[src/rtl/branch_hazard_ctrl_pkg.sv]
// rtl/branch_hazard_ctrl_pkg.sv - shared encodings for the D-stage hazard scheduler
package branch_hazard_ctrl_pkg;

  // Tuse code for an operand the instruction does not read.
  localparam logic [1:0] TUSE_NONE = 2'd3;

  typedef enum logic [1:0] {
    FWD_RF = 2'd0,
    FWD_E  = 2'd1,
    FWD_M  = 2'd2,
    FWD_W  = 2'd3
  } fwd_sel_e;

  function automatic logic [1:0] tnew_dec(input logic [1:0] t);
    return (t == 2'd0) ? 2'd0 : t - 2'd1;
  endfunction

endpackage

[src/rtl/branch_hazard_ctrl_hz_operand.sv]
// rtl/branch_hazard_ctrl_hz_operand.sv - hazard flag and forward select for one D-stage operand
module branch_hazard_ctrl_hz_operand
  import branch_hazard_ctrl_pkg::*;
#(
  parameter int REG_AW = 5
) (
  input  logic              valid,
  input  logic [REG_AW-1:0] r,
  input  logic [1:0]        tuse,
  input  logic [REG_AW-1:0] e_wr,
  input  logic [1:0]        e_tnew,
  input  logic [REG_AW-1:0] m_wr,
  input  logic [1:0]        m_tnew,
  input  logic [REG_AW-1:0] w_wr,
  output logic              hazard,
  output fwd_sel_e          sel
);

  logic active;
  logic e_hit;
  logic m_hit;
  logic w_hit;

  assign active = valid && (r != '0) && (tuse != TUSE_NONE);
  assign e_hit  = active && (e_wr == r);
  assign m_hit  = active && (m_wr == r);
  assign w_hit  = active && (w_wr == r);

  // The youngest stage writing r owns it: if its value is not ready yet,
  // older copies are stale and the operand is picked up again downstream.
  always_comb begin
    hazard = (e_hit && (e_tnew > tuse)) || (m_hit && (m_tnew > tuse));
    sel    = FWD_RF;
    if (e_hit) begin
      if (e_tnew == 2'd0) sel = FWD_E;
    end else if (m_hit) begin
      if (m_tnew == 2'd0) sel = FWD_M;
    end else if (w_hit) begin
      sel = FWD_W;
    end
  end

endmodule

[src/rtl/branch_hazard_ctrl.sv]
// rtl/branch_hazard_ctrl.sv - E/M/W shadow pipeline, stall generation and stall statistics
module branch_hazard_ctrl
  import branch_hazard_ctrl_pkg::*;
#(
  parameter int REG_AW = 5,
  parameter int CNT_W  = 32
) (
  input  logic              clk,
  input  logic              reset,
  input  logic              d_valid,
  input  logic [REG_AW-1:0] d_rs,
  input  logic [REG_AW-1:0] d_rt,
  input  logic [1:0]        d_tuse_rs,
  input  logic [1:0]        d_tuse_rt,
  input  logic [REG_AW-1:0] d_wr,
  input  logic [1:0]        d_tnew,
  output logic              stall,
  output logic [1:0]        fwd_a_sel,
  output logic [1:0]        fwd_b_sel,
  output logic [CNT_W-1:0]  stall_cnt
);

  logic [REG_AW-1:0] e_wr;
  logic [REG_AW-1:0] m_wr;
  logic [REG_AW-1:0] w_wr;
  logic [1:0]        e_tnew;
  logic [1:0]        m_tnew;
  logic              hz_rs;
  logic              hz_rt;
  fwd_sel_e          sel_rs;
  fwd_sel_e          sel_rt;

  branch_hazard_ctrl_hz_operand #(.REG_AW(REG_AW)) u_hz_rs (
    .valid (d_valid), .r (d_rs), .tuse (d_tuse_rs),
    .e_wr (e_wr), .e_tnew (e_tnew), .m_wr (m_wr), .m_tnew (m_tnew), .w_wr (w_wr),
    .hazard (hz_rs), .sel (sel_rs)
  );

  branch_hazard_ctrl_hz_operand #(.REG_AW(REG_AW)) u_hz_rt (
    .valid (d_valid), .r (d_rt), .tuse (d_tuse_rt),
    .e_wr (e_wr), .e_tnew (e_tnew), .m_wr (m_wr), .m_tnew (m_tnew), .w_wr (w_wr),
    .hazard (hz_rt), .sel (sel_rt)
  );

  assign stall     = hz_rs || hz_rt;
  assign fwd_a_sel = sel_rs;
  assign fwd_b_sel = sel_rt;

  // A stalled or invalid D slot sends a bubble into E.
  always_ff @(posedge clk) begin
    if (reset) begin
      e_wr   <= '0;
      e_tnew <= '0;
      m_wr   <= '0;
      m_tnew <= '0;
      w_wr   <= '0;
    end else begin
      if (d_valid && !stall) begin
        e_wr   <= d_wr;
        e_tnew <= d_tnew;
      end else begin
        e_wr   <= '0;
        e_tnew <= '0;
      end
      m_wr   <= e_wr;
      m_tnew <= tnew_dec(e_tnew);
      w_wr   <= m_wr;
    end
  end

  always_ff @(posedge clk) begin
    if (reset) begin
      stall_cnt <= '0;
    end else if (stall && (stall_cnt != '1)) begin
      stall_cnt <= stall_cnt + CNT_W'(1);
    end
  end

endmodule

[config.mk]
export PLATFORM = sky130hd
export DESIGN_NAME = branch_hazard_ctrl
export DESIGN_NICKNAME = d
export VERILOG_FILES = /design/src/rtl/branch_hazard_ctrl_pkg.sv /design/src/rtl/branch_hazard_ctrl_hz_operand.sv /design/src/rtl/branch_hazard_ctrl.sv
export SDC_FILE = /design/constraint.sdc
export NUM_CORES = 1
export LEC_CHECK = 0
export ABC_AREA = 1
export BUFFER_PORTS_ARGS = -buffer_cell sky130_fd_sc_hd__buf_2
export CORE_ASPECT_RATIO = 1.5
export CORE_MARGIN = 8
export CORE_UTILIZATION = 50
export DETAILED_ROUTE_END_ITERATION = 8
export PLACE_DENSITY_LB_ADDON = 0.3
export SYNTH_ARGS = -nofsm -noshare
export SYNTH_HDL_FRONTEND = slang
export SYNTH_SLANG_ARGS = --single-unit
[constraint.sdc]
create_clock -name clk -period 4.7 [get_ports clk]
set_clock_uncertainty 0.15 [all_clocks]
set_input_delay 1.41 -clock clk [delete_from_list [all_inputs] [get_ports clk]]
set_output_delay 1.41 -clock clk [all_outputs]
set_load 0.005 [all_outputs]
# Word level (Yosys, flattened, before mapping)
# Cells that the tools add are included.
[op_classes]
add_sub_neg = 2
order_cmp = 4
n_eq_ne = 9
muxes = 8
bitwise_logic = 1
n_reduce_logical = 26
[op_table]
columns = ["op", "count"]
rows = [
  ["32-bit by 1-bit adder with 32-bit output, second input constant", 1],
  ["32-bit != test, second input constant", 1],
  ["5-bit equality test", 6],
  ["1-bit logical AND", 16],
  ["2-bit 2-to-1 mux", 7],
  ["5-bit nonzero test", 2],
  ["2-bit > comparator", 4],
  ["2-bit zero test", 2],
  ["2-bit != test, second input constant", 2],
  ["2-bit OR reduction", 2],
  ["1-bit logical OR", 3],
  ["2-bit by 1-bit subtractor with 2-bit output, second input constant", 1],
  ["1-bit zero test", 1],
  ["1-bit 2-to-1 mux", 1],
  ["1-bit NOT", 1],
]
[totals]
regBits = 51
inputBits = 24
output_inout_bits = 37

# Logic depth before layout (Yosys ltp)
[depth]
ltp_word = 11
ltp_mapped = 13
mapped_depth_nobuf = 12

# Modules after synthesis
# From an unflattened synthesis, not the netlist that was laid out.
[unflattened]
cells_unflattened = 573
hier_area_um2 = 3595.9
[by_module_without_submodules]
columns = ["mod", "n_inst", "cells_per_inst", "area_each_um2"]
rows = [
  ["branch_hazard_ctrl", 1, 391, 2675.1],
  ["branch_hazard_ctrl_hz_operand", 2, 91, 460.4],
]

# Least setup slack after synthesis
# Ideal clock, no wire load.
[synth_path]
path_type = "input to output"
from = "input d_tuse_rs[1]"
to = "output stall"
t_arrival_ns = 2.411
t_required_ns = 3.140
path_slack_ns = 0.729
path_stages = 8
n_path_buf = 1
cell_sequence = "inv_1 ha_1 a22oi_1 nand4_1 nand2_1 inv_1 nand2_2 buf_4"
[synth_between]
elab_chain_cells = 6
word_cells_on_any_way = 10
classes_between = "2 x order compare; 1 x eq/ne; 7 x reduce/logical"
[synth_lines]
columns = ["item", "line", "rtl"]
rows = [
  ["start, declared", "branch_hazard_ctrl.sv:13", "input logic [1:0] d_tuse_rs,"],
  ["2-bit != test", "branch_hazard_ctrl_hz_operand.sv:24", "assign active = valid && (r != '0) && (tuse != TUSE_NONE);"],
  ["1-bit logical AND", "branch_hazard_ctrl_hz_operand.sv:24", ""],
  ["1-bit logical AND (on tied branches)", "branch_hazard_ctrl_hz_operand.sv:25, branch_hazard_ctrl_hz_operand.sv:26", ""],
  ["1-bit logical AND", "branch_hazard_ctrl_hz_operand.sv:32", "hazard = (e_hit && (e_tnew > tuse)) || (m_hit && (m_tnew > tuse));"],
  ["1-bit logical OR *", "branch_hazard_ctrl_hz_operand.sv:32", ""],
  ["1-bit logical OR *", "branch_hazard_ctrl.sv:45", "assign stall = hz_rs || hz_rt;"],
  ["end, declared", "branch_hazard_ctrl.sv:17", "output logic stall,"],
]
# Every way passes the cells marked *; elsewhere a longest branch is shown, timed or not.

# Worst setup path after layout
[layout_path]
from = "input d_tuse_rt[1]"
to = "output stall"
[layout_between]
elab_chain_cells = 6
word_cells_on_any_way = 10
classes_between = "2 x order compare; 1 x eq/ne; 7 x reduce/logical"
[layout_lines]
columns = ["item", "line", "rtl"]
rows = [
  ["start, declared", "branch_hazard_ctrl.sv:14", "input logic [1:0] d_tuse_rt,"],
  ["2-bit != test", "branch_hazard_ctrl_hz_operand.sv:24", ""],
  ["1-bit logical AND", "branch_hazard_ctrl_hz_operand.sv:24", ""],
  ["1-bit logical AND (on tied branches)", "branch_hazard_ctrl_hz_operand.sv:25, branch_hazard_ctrl_hz_operand.sv:26", ""],
  ["1-bit logical AND", "branch_hazard_ctrl_hz_operand.sv:32", ""],
  ["1-bit logical OR *", "branch_hazard_ctrl_hz_operand.sv:32", ""],
  ["1-bit logical OR *", "branch_hazard_ctrl.sv:45", ""],
]
# Marked as above.

==> results_dict.tcl <==
set metrics [dict create \
    drt_iter0_markers 96 \
    gp_congestion 0.850 \
    path_max_fanout 2 \
    via_count 3165 \
    avgSynthCellArea_sq_um 6.43 \
    slew_headroom_pct 61.4 \
    vdd_drop_max_v 0.000205 \
    finalCritPeriodShare_pct 86.7 \
    insertedDiodeCount 0 \
    critPathArrivalTime_ns 2.51 \
    syn_to_final_growth_pct 14.2 \
    grt_overflow 0 \
    crit_family "buffers and inverters" \
    dieArea_sq_um 9200 \
    rsz0062_at_grt "false" \
    io_pins 61 \
    drc 0 \
    cp_slowest_cell "ha_1" \
    drive_gt1_share_pct 17.6 \
    root_buffer "clkbuf_8" \
    hpwl_um 5850 \
    hold_violations 0 \
    yosysTopAreaCellShare_pct 32.2 \
    post-synth-top-count-cell "nand2_1" \
    clockBufferDepth 2 \
    clkLatencyLatePin_ns 0.30 \
    maxSlewViolCount 0 \
    max_freq_ghz 0.246 \
    ctsHtreeMaxLevel 2 \
    layout_min_cycle_time_ns 4.07 \
    critPathKind "input pin to output pin" \
    groute.usage.overall_pct 16.3 \
    cts_hold_buf 0 \
    grt_pass1_vias 2917 \
    die-height_um 114 \
    initial_core_util_pct 51.7 \
    wl_per_cell_um 12.0 \
    cts.clk_slew.worst_paths_ns 0.09 \
    synth-edff-count 0 \
    tritoncts "done" \
    worst_pin_slew_ns 0.579 \
    powerDensity_nw_per_um2 232 \
    path_cells "buf_2, inv_1, ha_1, a22oi_1, nand4_1, nand2_1, inv_1, nand2_2, buf_2" \
    crit_required_ns 3.14 \
    placement_rows 35 \
    post_cts_resized 0 \
    grt_max_degree 63 \
    syn_nets 527 \
    ys_seq_elements 51 \
    nNetsFinal 584 \
    setup_tns_ns 0 \
    hold_path.class "flop to flop" \
    fillers 608 \
    leakage_nw 1.91 \
    cts_setup_buffers 0 \
    mappedNetlistArea_sq_um 3170 \
    crit_buf_inv 4 \
    synthTopCellsByArea "dfxtp_1 (32%), nand2_1 (12%), nor2_1 (9.9%)" \
    cts_buffers 5 \
    end_kind "output pin" \
    ys_async_sr_fraction_pct 0 \
    cp-start-kind "input pin" \
    core_sq_um 6130 \
    status "finished clean" \
    clkSinkCount 51 \
    port_buffers 60 \
    yosysTopAreaCell "dfxtp_1" \
    synth_commonest_cells "nand2_1 (103), nor2_1 (84), inv_1 (64)" \
    synthFlopType "dfxtp_1" \
    whs_ns 0.283 \
    cpPeakStageDelay_ns 0.31 \
    final-setup-viol-count 0 \
    finalWirelength_um 7530 \
    avgViaCountPerCell 5.06 \
    multi_input_area_sq_um 1780 \
    seq_area_sq_um 1020 \
    seq_area_frac_synth_pct 32.2 \
    ys_types 29 \
    antenna_found_initial 0 \
    first_pass_iters 5 \
    postRouteAntennaNets 0 \
    cap_viol_max_count 0 \
    ys_warn_count 0 \
    grt_pass1_wl_um 12400 \
    die_w_um 81.0 \
    syn_inst 493 \
]
==> worst paths after layout <==
kind	endpoint	depth (start not counted)	from	slack, ns
setup / recovery	stall	9	d_tuse_rt[1]	0.63
hold / removal	m_tnew[0]	1	e_tnew[0]	0.28
setup reg to reg	stall_cnt[6]	11	e_tnew[0]	2.42
hold reg to reg	m_tnew[0]	1	e_tnew[0]	0.28
==> cell usage in the layout, fill, tap and decap left out, drive strengths merged <==
master | synthesis | routed
nor2 | 91 | 91
xor2 | 16 | 16
nand3 | 54 | 54
o21ai | 4 | 4
ha | 10 | 10
nand4 | 12 | 12
dfxtp | 51 | 51
buf | 11 | 62
inv | 79 | 79
nor4 | 1 | 1
nor3 | 7 | 7
clkinv | 0 | 1
bufinv | 0 | 1
a211oi | 1 | 1
a21oi | 34 | 34
xnor2 | 10 | 10
a22oi | 3 | 3
nand3b | 2 | 2
and3 | 1 | 1
clkbuf | 1 | 6
nand2 | 105 | 105
==> report_power, final <==
part / leakage (nW) / internal [mW] / total, mW / switching (mW)
clock network: 0.0612 / 0.172 / 0.312 / 0.139
logic: 1.44 / 0.0342 / 0.0851 / 0.0509
registers: 0.413 / 0.437 / 0.442 / 0.00497
total: 1.91 / 0.644 / 0.839 / 0.195
==> flip-flops by register name, indices dropped and copies added (netlist names) <==
signal / flops
m_tnew: 2
m_wr: 5
w_wr: 5
e_tnew: 2
e_wr: 5
stall_cnt: 32
==> cells by family (layout without fill, tap and decap cells) <==
| group | Yosys count | in the layout | share of synthesized area (%) |
|---|---|---|---|
| compound gates | 42 | 42 | 6.94 |
| simple gates | 273 | 273 | 38.0 |
| xor+xnor | 26 | 26 | 7.18 |
| buf+inv | 91 | 149 | 11.7 |
| fa+ha+maj | 10 | 10 | 3.94 |
| flops | 51 | 51 | 32.2 |
==> metal layers <==
metal	vias up	track usage [%]	part of all wire [%]
met5	-	0	0
met4	0	3.23	0.89
met3	5	4.49	6.2
met2	66	31.9	54
met1	1428	15.9	39
li1	1666	-	-
==> worst register-to-register path, delay by kind of cell, from the launching register on <==
kind            cells  cell delay (ns)
buf+inv             3             0.62
simple gates        6             0.61
flops               1             0.34
fa+ha+maj           1             0.29
compound gates      1             0.17
==> through the flow <==
stage | power [mW] | util (%) | instances | setup WS (ns) | instance area (sq um)
2_1_floorplan | 0.507 | - | 493 | 0.729 | 3170
3_3_place_gp | 0.535 | 57.2 | 617 | 0.669 | 3500
3_5_place_dp | 0.538 | 57.2 | 617 | 0.620 | 3500
4_1_cts | 0.849 | 59.1 | 625 | 0.613 | 3620
5_1_grt | 0.875 | 59.1 | 625 | 0.488 | 3620
6_report | 0.839 | 59.1 | 625 | 0.627 | 3620
==> final cells by class <==
cell class	count	share of cell area, %
clock buffer	6	2.28
clock inverter	2	0.967
inverter	79	8.19
multi-input combinational	351	49.1
sequential	51	28.2
tap	74	2.56
timing repair buffer	62	8.70
No activity file was read; power rests on OpenSTA's default activity.
